==> src/rtl/dispatch_batch_ctrl_if.sv <==
// Dispatch batch controller bundle: the rename-side batch handshake, the EU
// is_full snoop inputs, the shared dispatch bus lanes, and the status/perf outputs.
// The master modport is the rename/EU environment; the slave modport is the controller.
interface dispatch_batch_ctrl_if #(
  parameter int NUM_PARALLEL_INSTR_DISPATCHES = 4,
  parameter int LOG2_NUM_EXEC_UNITS           = 1,
  parameter int DATA_W                        = 32
);
  localparam int N              = NUM_PARALLEL_INSTR_DISPATCHES;
  localparam int NUM_EXEC_UNITS = 2 ** LOG2_NUM_EXEC_UNITS;

  logic                                    batch_req_i;
  logic [N-1:0][DATA_W-1:0]                batch_instr_i;
  logic [N-1:0]                            batch_valid_i;
  logic [N-1:0][LOG2_NUM_EXEC_UNITS-1:0]   batch_euidx_i;
  logic                                    batch_ack_o;
  logic [NUM_EXEC_UNITS-1:0]               eu_is_full_i;
  logic [N-1:0][DATA_W-1:0]                dispatched_instr_o;
  logic [N-1:0]                            dispatched_instr_valid_o;
  logic [N-1:0][LOG2_NUM_EXEC_UNITS-1:0]   dispatched_instr_alloc_euidx_o;
  logic                                    busy_o;
  logic                                    stall_err_o;
  logic [31:0]                             perf_batches_o;
  logic [31:0]                             perf_retry_cycles_o;

  modport master (
    output batch_req_i, batch_instr_i, batch_valid_i, batch_euidx_i, eu_is_full_i,
    input  batch_ack_o, dispatched_instr_o, dispatched_instr_valid_o,
           dispatched_instr_alloc_euidx_o, busy_o, stall_err_o,
           perf_batches_o, perf_retry_cycles_o
  );

  modport slave (
    input  batch_req_i, batch_instr_i, batch_valid_i, batch_euidx_i, eu_is_full_i,
    output batch_ack_o, dispatched_instr_o, dispatched_instr_valid_o,
           dispatched_instr_alloc_euidx_o, busy_o, stall_err_o,
           perf_batches_o, perf_retry_cycles_o
  );
endinterface

==> src/rtl/dispatch_batch_ctrl.sv <==
// dispatch_batch_ctrl: latches one rename batch, drives it onto the shared
// dispatch bus, re-drives only lanes whose target EU was full (after a backoff),
// and acks rename once every valid lane has landed.
// Optional feature macro: DISPATCH_PERF_CTR_EN adds the two 32-bit perf counters;
// without it the perf ports read 0 and no counter flops exist.
module dispatch_batch_ctrl #(
  parameter int NUM_PARALLEL_INSTR_DISPATCHES = 4,
  parameter int LOG2_NUM_EXEC_UNITS           = 1,
  parameter int DATA_W                        = 32,
  parameter int RETRY_BACKOFF_CYCLES          = 2,
  parameter int MAX_RETRIES                   = 15
) (
  input logic                  clk,
  input logic                  reset_n,
  dispatch_batch_ctrl_if.slave bus
);
  localparam int N = NUM_PARALLEL_INSTR_DISPATCHES;
  localparam logic [7:0] BACKOFF_INIT = 8'(RETRY_BACKOFF_CYCLES - 1);
  localparam logic [3:0] MAX_R        = 4'(MAX_RETRIES);

  typedef enum logic [1:0] {S_IDLE, S_DISPATCH, S_BACKOFF, S_ACK} state_t;

  state_t                                state;
  logic [N-1:0]                          pend_p1;
  logic [N-1:0]                          vld_p1;
  logic [N-1:0][DATA_W-1:0]              instr_p1;
  logic [N-1:0][LOG2_NUM_EXEC_UNITS-1:0] euidx_p1;
  logic [3:0]                            retry_ctr;
  logic [3:0]                            retry_inc;
  logic [7:0]                            backoff_ctr;
  logic                                  busy_q;
  logic                                  ack_q;
  logic                                  stall_q;
  logic [N-1:0]                          lane_full;
  logic [N-1:0]                          nxt_pend;

  function automatic logic [3:0] sat_inc4(input logic [3:0] v);
    return (v == 4'hF) ? v : v + 4'd1;
  endfunction

  // Per-lane rejection: a lane stays pending iff its target EU reports full this cycle.
  always_comb begin
    lane_full = '0;
    for (int l = 0; l < N; l++) begin
      lane_full[l] = bus.eu_is_full_i[euidx_p1[l]];
    end
    nxt_pend  = pend_p1 & lane_full;
    retry_inc = sat_inc4(retry_ctr);
  end

  // ---- stage p1: batch payload latched from rename (data path, no reset) ----
  // Payload capture on an accepted request; masked to 0 at the outputs while idle.
  always_ff @(posedge clk) begin
    if (state == S_IDLE && bus.batch_req_i) begin
      instr_p1 <= bus.batch_instr_i;
      euidx_p1 <= bus.batch_euidx_i;
    end
  end

  // Sequencer FSM with registered bus-valid, ack, busy and stall outputs.
  always_ff @(posedge clk or negedge reset_n) begin
    if (!reset_n) begin
      state       <= S_IDLE;
      pend_p1     <= '0;
      vld_p1      <= '0;
      retry_ctr   <= '0;
      backoff_ctr <= '0;
      busy_q      <= 1'b0;
      ack_q       <= 1'b0;
      stall_q     <= 1'b0;
    end else begin
      case (state)
        S_IDLE: begin
          if (bus.batch_req_i) begin
            pend_p1   <= bus.batch_valid_i;
            retry_ctr <= '0;
            stall_q   <= 1'b0;
            busy_q    <= 1'b1;
            if (|bus.batch_valid_i) begin
              state  <= S_DISPATCH;
              vld_p1 <= bus.batch_valid_i;
            end else begin
              state <= S_ACK;
              ack_q <= 1'b1;
            end
          end
        end
        S_DISPATCH: begin
          pend_p1 <= nxt_pend;
          vld_p1  <= '0;
          if (nxt_pend == '0) begin
            state <= S_ACK;
            ack_q <= 1'b1;
          end else begin
            state       <= S_BACKOFF;
            backoff_ctr <= BACKOFF_INIT;
            retry_ctr   <= retry_inc;
            // Sticky alarm only; the batch keeps retrying regardless.
            if (retry_inc >= MAX_R) stall_q <= 1'b1;
          end
        end
        S_BACKOFF: begin
          if (backoff_ctr == '0) begin
            state  <= S_DISPATCH;
            vld_p1 <= pend_p1;
          end else begin
            backoff_ctr <= backoff_ctr - 8'd1;
          end
        end
        S_ACK: begin
          state  <= S_IDLE;
          ack_q  <= 1'b0;
          busy_q <= 1'b0;
        end
        default: state <= S_IDLE;
      endcase
    end
  end

  assign bus.dispatched_instr_o             = busy_q ? instr_p1 : '0;
  assign bus.dispatched_instr_alloc_euidx_o = busy_q ? euidx_p1 : '0;
  assign bus.dispatched_instr_valid_o       = vld_p1;
  assign bus.batch_ack_o                    = ack_q;
  assign bus.busy_o                         = busy_q;
  assign bus.stall_err_o                    = stall_q;

`ifdef DISPATCH_PERF_CTR_EN
  logic [31:0] perf_batches_q;
  logic [31:0] perf_retry_q;

  // Wrapping counters: completed batches and cycles spent backing off.
  always_ff @(posedge clk or negedge reset_n) begin
    if (!reset_n) begin
      perf_batches_q <= '0;
      perf_retry_q   <= '0;
    end else begin
      if (ack_q)               perf_batches_q <= perf_batches_q + 32'd1;
      if (state == S_BACKOFF)  perf_retry_q   <= perf_retry_q + 32'd1;
    end
  end

  assign bus.perf_batches_o      = perf_batches_q;
  assign bus.perf_retry_cycles_o = perf_retry_q;
`else
  assign bus.perf_batches_o      = '0;
  assign bus.perf_retry_cycles_o = '0;
`endif
endmodule

==> src/flat_wrapper.sv <==
// flat-port wrapper written by rule: the top's interface ports become plain ports
module dispatch_batch_ctrl_flat 
#(
  parameter int NUM_PARALLEL_INSTR_DISPATCHES = 4,
  parameter int LOG2_NUM_EXEC_UNITS           = 1,
  parameter int DATA_W                        = 32,
  parameter int RETRY_BACKOFF_CYCLES          = 2,
  parameter int MAX_RETRIES                   = 15
)
  (clk, reset_n, bus_batch_req_i, bus_batch_instr_i, bus_batch_valid_i, bus_batch_euidx_i, bus_eu_is_full_i, bus_batch_ack_o, bus_dispatched_instr_o, bus_dispatched_instr_valid_o, bus_dispatched_instr_alloc_euidx_o, bus_busy_o, bus_stall_err_o, bus_perf_batches_o, bus_perf_retry_cycles_o);
  dispatch_batch_ctrl_if #(.NUM_PARALLEL_INSTR_DISPATCHES(NUM_PARALLEL_INSTR_DISPATCHES), .LOG2_NUM_EXEC_UNITS(LOG2_NUM_EXEC_UNITS), .DATA_W(DATA_W)) bus_i ();
  input logic clk;
  input logic reset_n;
  input wire logic [$bits(bus_i.batch_req_i)-1:0] bus_batch_req_i;
  input wire logic [$bits(bus_i.batch_instr_i)-1:0] bus_batch_instr_i;
  input wire logic [$bits(bus_i.batch_valid_i)-1:0] bus_batch_valid_i;
  input wire logic [$bits(bus_i.batch_euidx_i)-1:0] bus_batch_euidx_i;
  input wire logic [$bits(bus_i.eu_is_full_i)-1:0] bus_eu_is_full_i;
  output wire logic [$bits(bus_i.batch_ack_o)-1:0] bus_batch_ack_o;
  output wire logic [$bits(bus_i.dispatched_instr_o)-1:0] bus_dispatched_instr_o;
  output wire logic [$bits(bus_i.dispatched_instr_valid_o)-1:0] bus_dispatched_instr_valid_o;
  output wire logic [$bits(bus_i.dispatched_instr_alloc_euidx_o)-1:0] bus_dispatched_instr_alloc_euidx_o;
  output wire logic [$bits(bus_i.busy_o)-1:0] bus_busy_o;
  output wire logic [$bits(bus_i.stall_err_o)-1:0] bus_stall_err_o;
  output wire logic [$bits(bus_i.perf_batches_o)-1:0] bus_perf_batches_o;
  output wire logic [$bits(bus_i.perf_retry_cycles_o)-1:0] bus_perf_retry_cycles_o;
  assign bus_i.batch_req_i = bus_batch_req_i;
  assign bus_i.batch_instr_i = bus_batch_instr_i;
  assign bus_i.batch_valid_i = bus_batch_valid_i;
  assign bus_i.batch_euidx_i = bus_batch_euidx_i;
  assign bus_i.eu_is_full_i = bus_eu_is_full_i;
  assign bus_batch_ack_o = bus_i.batch_ack_o;
  assign bus_dispatched_instr_o = bus_i.dispatched_instr_o;
  assign bus_dispatched_instr_valid_o = bus_i.dispatched_instr_valid_o;
  assign bus_dispatched_instr_alloc_euidx_o = bus_i.dispatched_instr_alloc_euidx_o;
  assign bus_busy_o = bus_i.busy_o;
  assign bus_stall_err_o = bus_i.stall_err_o;
  assign bus_perf_batches_o = bus_i.perf_batches_o;
  assign bus_perf_retry_cycles_o = bus_i.perf_retry_cycles_o;
  dispatch_batch_ctrl #(.NUM_PARALLEL_INSTR_DISPATCHES(NUM_PARALLEL_INSTR_DISPATCHES), .LOG2_NUM_EXEC_UNITS(LOG2_NUM_EXEC_UNITS), .DATA_W(DATA_W), .RETRY_BACKOFF_CYCLES(RETRY_BACKOFF_CYCLES), .MAX_RETRIES(MAX_RETRIES)) u_core (.clk(clk), .reset_n(reset_n), .bus(bus_i));
endmodule
==> config.mk <==
export PLATFORM = sky130hd
export DESIGN_NAME = dispatch_batch_ctrl_flat
export DESIGN_NICKNAME = d
export VERILOG_FILES = /design/src/rtl/dispatch_batch_ctrl_if.sv /design/src/rtl/dispatch_batch_ctrl.sv /design/src/flat_wrapper.sv
export SDC_FILE = /design/constraint.sdc
export NUM_CORES = 1
export LEC_CHECK = 0
export CELL_PAD_IN_SITES_DETAIL_PLACEMENT = 1
export CELL_PAD_IN_SITES_GLOBAL_PLACEMENT = 1
export CORE_MARGIN = 4
export CORE_UTILIZATION = 33
export DETAILED_ROUTE_END_ITERATION = 10
export PLACE_DENSITY_LB_ADDON = 0.1
export SKIP_CTS_REPAIR_TIMING = 1
export SLEW_MARGIN = 20
export SYNTH_ARGS = -nofsm -noshare
export SYNTH_HDL_FRONTEND = slang
export SYNTH_SLANG_ARGS = --single-unit
==> constraint.sdc <==
create_clock -name clk -period 6.7 [get_ports clk]
set_clock_uncertainty 0.15 [all_clocks]
set_input_delay 1.34 -clock clk [delete_from_list [all_inputs] [get_ports clk]]
set_output_delay 1.34 -clock clk [all_outputs]
set_load 0.02 [all_outputs]
==> results.py <==
metrics = {
    "clock_network": {
        "clock_path_buffers": 2,
        "clock_latency_ns": 0.42,
        "cts_tree": "built",
        "htree_num_levels": 4,
        "root_buffer": "clkbuf_16",
        "clock_sinks": 157,
        "numCtsBuffers": 17,
        "path_clk_slew_ns": 0.07,
    },
    "critical_path": {
        "cp.arrival_ns": 2.30,
        "worstSetupEndpointType": "primary output",
        "crit_slowest_cell": "dfrtp_4",
        "worstSetupPathType": "reg2out",
        "max_stage_delay_ns": 0.66,
        "crit_fanout": 95,
        "required_ns": 5.21,
        "start_kind": "flip-flop",
        "cp_cell_sequence": "buf_16, and2_1, clkdlybuf4s50_1",
    },
    "timing": {
        "rsz0062_at_grt": "false",
        "drv_slew": 0,
        "max_clock_freq_ghz": 0.264,
        "worstMarginPinSlew_ns": 1.04,
        "timing.final.crit_share_pct": 56.6,
        "finalSetupViolations": 0,
        "relSlewSlack_pct": 30.8,
        "period_needed_ns": 3.79,
        "hold_viol": 0,
        "fin_setup_tns_ns": 0,
    },
    "yosys": {
        "ys_ff_latch": 157,
        "syn_area_mm2": 0.00694,
        "synth_simple_gate_area_share_pct": 16.6,
        "syn_inst": 530,
        "synth_xor_area_share_pct": 0.126,
        "async_flop_share_pct": 15.9,
        "synth_edf_count": 132,
        "synth_mux_area_share_pct": 1.61,
        "synth_top_family_by_area": "simple AND/OR/NAND/NOR gates",
        "synth-compound-area-share_pct": 5.29,
        "synth_area_per_cell_um2": 13.1,
        "yosysUniqueCellTypes": 48,
        "yosysSeqAreaShare_pct": 66.2,
        "ys.flop_type": "edfxtp_1",
        "synth_warnings": 0,
        "synth_fa_ha_area_share_pct": 1.26,
    },
    "finish": {
        "layout.area.seq_mm2": 0.00459,
        "multiInputGateArea_mm2": 0.00197,
        "drive_above_1_share_pct": 5.35,
        "synthToLayoutAreaGrowth_pct": 50.0,
        "final_util_pct": 50.9,
        "fill_cells": 2144,
        "nets": 958,
    },
    "route": {
        "vias": 4944,
        "wirelength_um": 20900,
        "routedWlPerCell_um": 19.1,
        "drt-initial-drc-count": 289,
        "ant_nets": 0,
        "remaining_drc_errors": 0,
        "via_per_inst": 4.52,
        "drt_pre_antenna_iters": 4,
    },
    "pwr": {
        "leakagePower_nw": 3.85,
        "pwr_density_cell_mw_per_mm2": 412,
        "ir_worst_vdd_mv": 0.178,
    },
    "place": {
        "port_buffers": 279,
        "dp_hpwl_um": 15600,
        "gp_congestion": 0.806,
    },
    "die": {
        "dieWidth_um": 153,
        "die_h_um": 153,
        "ios": 344,
        "core_area_mm2": 0.0204,
        "start_util_pct": 33.9,
        "die_area_mm2": 0.0234,
        "rows": 52,
    },
    "global_route": {
        "grt_pass1_vias": 5330,
        "grt_max_degree": 136,
        "grt_overflow": 0,
        "antenna_found_initial": 3,
        "grtUsageTotal_pct": 17.7,
        "grt_pass1_wl_um": 32000,
    },
    "flow_run": {
        "drv_cap": 0,
    },
    "worst_hold_path": {
        "holdCritPathClass": "reg2reg",
    },
    "run_status": {
        "run_status": "finished, final reports clean",
    },
}
==> cells in the final DEF, fill, tap and decap left out, types with 2 or more instances in the layout <==
| cell type | netlist | routed |
|---|---|---|
| buf_4 | 64 | 2 |
| o21ai_0 | 19 | 19 |
| nand4_1 | 2 | 2 |
| nand3_1 | 12 | 12 |
| and2_1 | 133 | 133 |
| clkinv_8 | 0 | 4 |
| nand2_1 | 17 | 17 |
| nor2_1 | 11 | 11 |
| conb_1 | 1 | 64 |
| nor2b_1 | 5 | 5 |
| or3_1 | 4 | 4 |
| mux2i_1 | 4 | 4 |
| ha_1 | 7 | 7 |
| nor3_1 | 3 | 3 |
| inv_6 | 0 | 5 |
| a22o_1 | 3 | 3 |
| a31oi_1 | 5 | 5 |
| a22oi_1 | 2 | 2 |
| inv_1 | 16 | 15 |
| a21oi_1 | 13 | 13 |
| inv_8 | 0 | 5 |
| nor4_1 | 2 | 2 |
| clkbuf_16 | 0 | 17 |
| o211ai_1 | 2 | 2 |
| edfxtp_1 | 132 | 132 |
| mux2_2 | 5 | 5 |
| dfrtp_1 | 25 | 24 |
| clkdlybuf4s50_1 | 0 | 279 |
==> Yosys cell counts, drive strengths merged (2+ instances only) <==
| library cell | instances | area [um2] |
|---|---|---|
| o211ai | 2 | 15.0 |
| or3 | 4 | 25.0 |
| nor3 | 3 | 15.0 |
| and2 | 133 | 832 |
| inv | 16 | 60.1 |
| nor4 | 3 | 25.0 |
| a31oi | 5 | 31.3 |
| a22oi | 2 | 15.0 |
| nand3 | 12 | 60.1 |
| clkbuf | 19 | 71.3 |
| nor2 | 11 | 41.3 |
| a22o | 3 | 26.3 |
| dfrtp | 25 | 626 |
| a21oi | 13 | 65.1 |
| mux2i | 4 | 40.0 |
| nand4 | 2 | 12.5 |
| mux2 | 6 | 71.3 |
| o21ai | 19 | 95.1 |
| edfxtp | 132 | 3960 |
| ha | 7 | 87.6 |
| nor2b | 5 | 31.3 |
| buf | 65 | 485 |
| nand2 | 17 | 63.8 |
==> where the power goes <==
part	internal [W]	switching, W	leakage [nW]	total [W]
clock	0.000503	0.000462	0.289	0.000965
combinational	0.000842	0.00106	2.03	0.00191
sequential	0.00130	0.000119	1.53	0.00142
total	0.00264	0.00165	3.85	0.00429
==> metrics by stage <==
stage	worst slack [ns]	power (W)	cells	hold WS [ns]	cell area (um2)
floorplan	2.04	0.00248	593	0.323	7170
global placement	2.80	0.00331	1060	0.338	9770
detailed placement	2.72	0.00334	1060	0.343	9770
CTS	2.57	0.00433	1092	0.358	10400
global route	2.75	0.00454	1093	0.377	10400
finish	2.91	0.00429	1094	0.355	10400
==> kinds of logic after synthesis <==
group | after synthesis
DFF | 157
AOI/OAI and AO/OA | 58
and+or+nand+nor | 196
other | 1
adders and majority gates | 7
buffers and inverters | 100
muxes | 10
xor gates and xnor gates | 1
==> registers in the layout, summed over array words and instances (netlist names) <==
name                                 flops
u_core.bus.stall_err_o                   1
u_core.bus.batch_ack_o                   1
u_core.euidx_p1                          4
u_core.backoff_ctr                       8
u_core.retry_ctr                         4
u_core.bus.busy_o                        1
u_core.state                             2
u_core.instr_p1                        128
u_core.pend_p1                           4
u_core.bus.dispatched_instr_valid_o      4
==> metal layers <==
metal | global-route usage (%) | up-vias | wire, um
li1 | - | 2288 | -
met1 | 19.4 | 2401 | 7620
met2 | 30.2 | 229 | 10600
met3 | 9.44 | 20 | 2430
met4 | 4.37 | 6 | 257
met5 | 0 | - | 41
==> worst max-delay path, delay by kind of cell, from the launching register on <==
kind | cells | cell delay [ns]
DFF | 1 | 0.66
and+or+nand+nor | 1 | 0.20
buffers and inverters | 2 | 0.93
==> cell type report <==
| class | count | area share (%) |
|---|---|---|
| diodes | 1 | 0.0241 |
| flip-flops and latches | 157 | 44.2 |
| clock inverters | 15 | 1.62 |
| well taps | 270 | 3.25 |
| inverters | 16 | 0.625 |
| repair buffers | 282 | 27.3 |
| multi-input cells | 336 | 19.0 |
| clock buffers | 17 | 4.09 |
==> worst paths after layout <==
| kind | start | endpoint | slack, ns | depth (start not counted) |
|---|---|---|---|---|
| max | u_core.bus.busy_o | bus_dispatched_instr_o[18] | 2.91 | 3 |
| min | u_core.backoff_ctr[1] | u_core.backoff_ctr[1] | 0.35 | 1 |
| max reg2reg | u_core.state[0] | u_core.instr_p1[67] | 3.68 | 5 |
| min reg2reg | u_core.backoff_ctr[1] | u_core.backoff_ctr[1] | 0.35 | 1 |
| max in group asynchronous | reset_n | u_core.bus.busy_o | 4.98 | 2 |
| min in group asynchronous | reset_n | u_core.pend_p1[3] | 1.14 | 2 |
No activity file was read; power rests on OpenSTA's default activity.
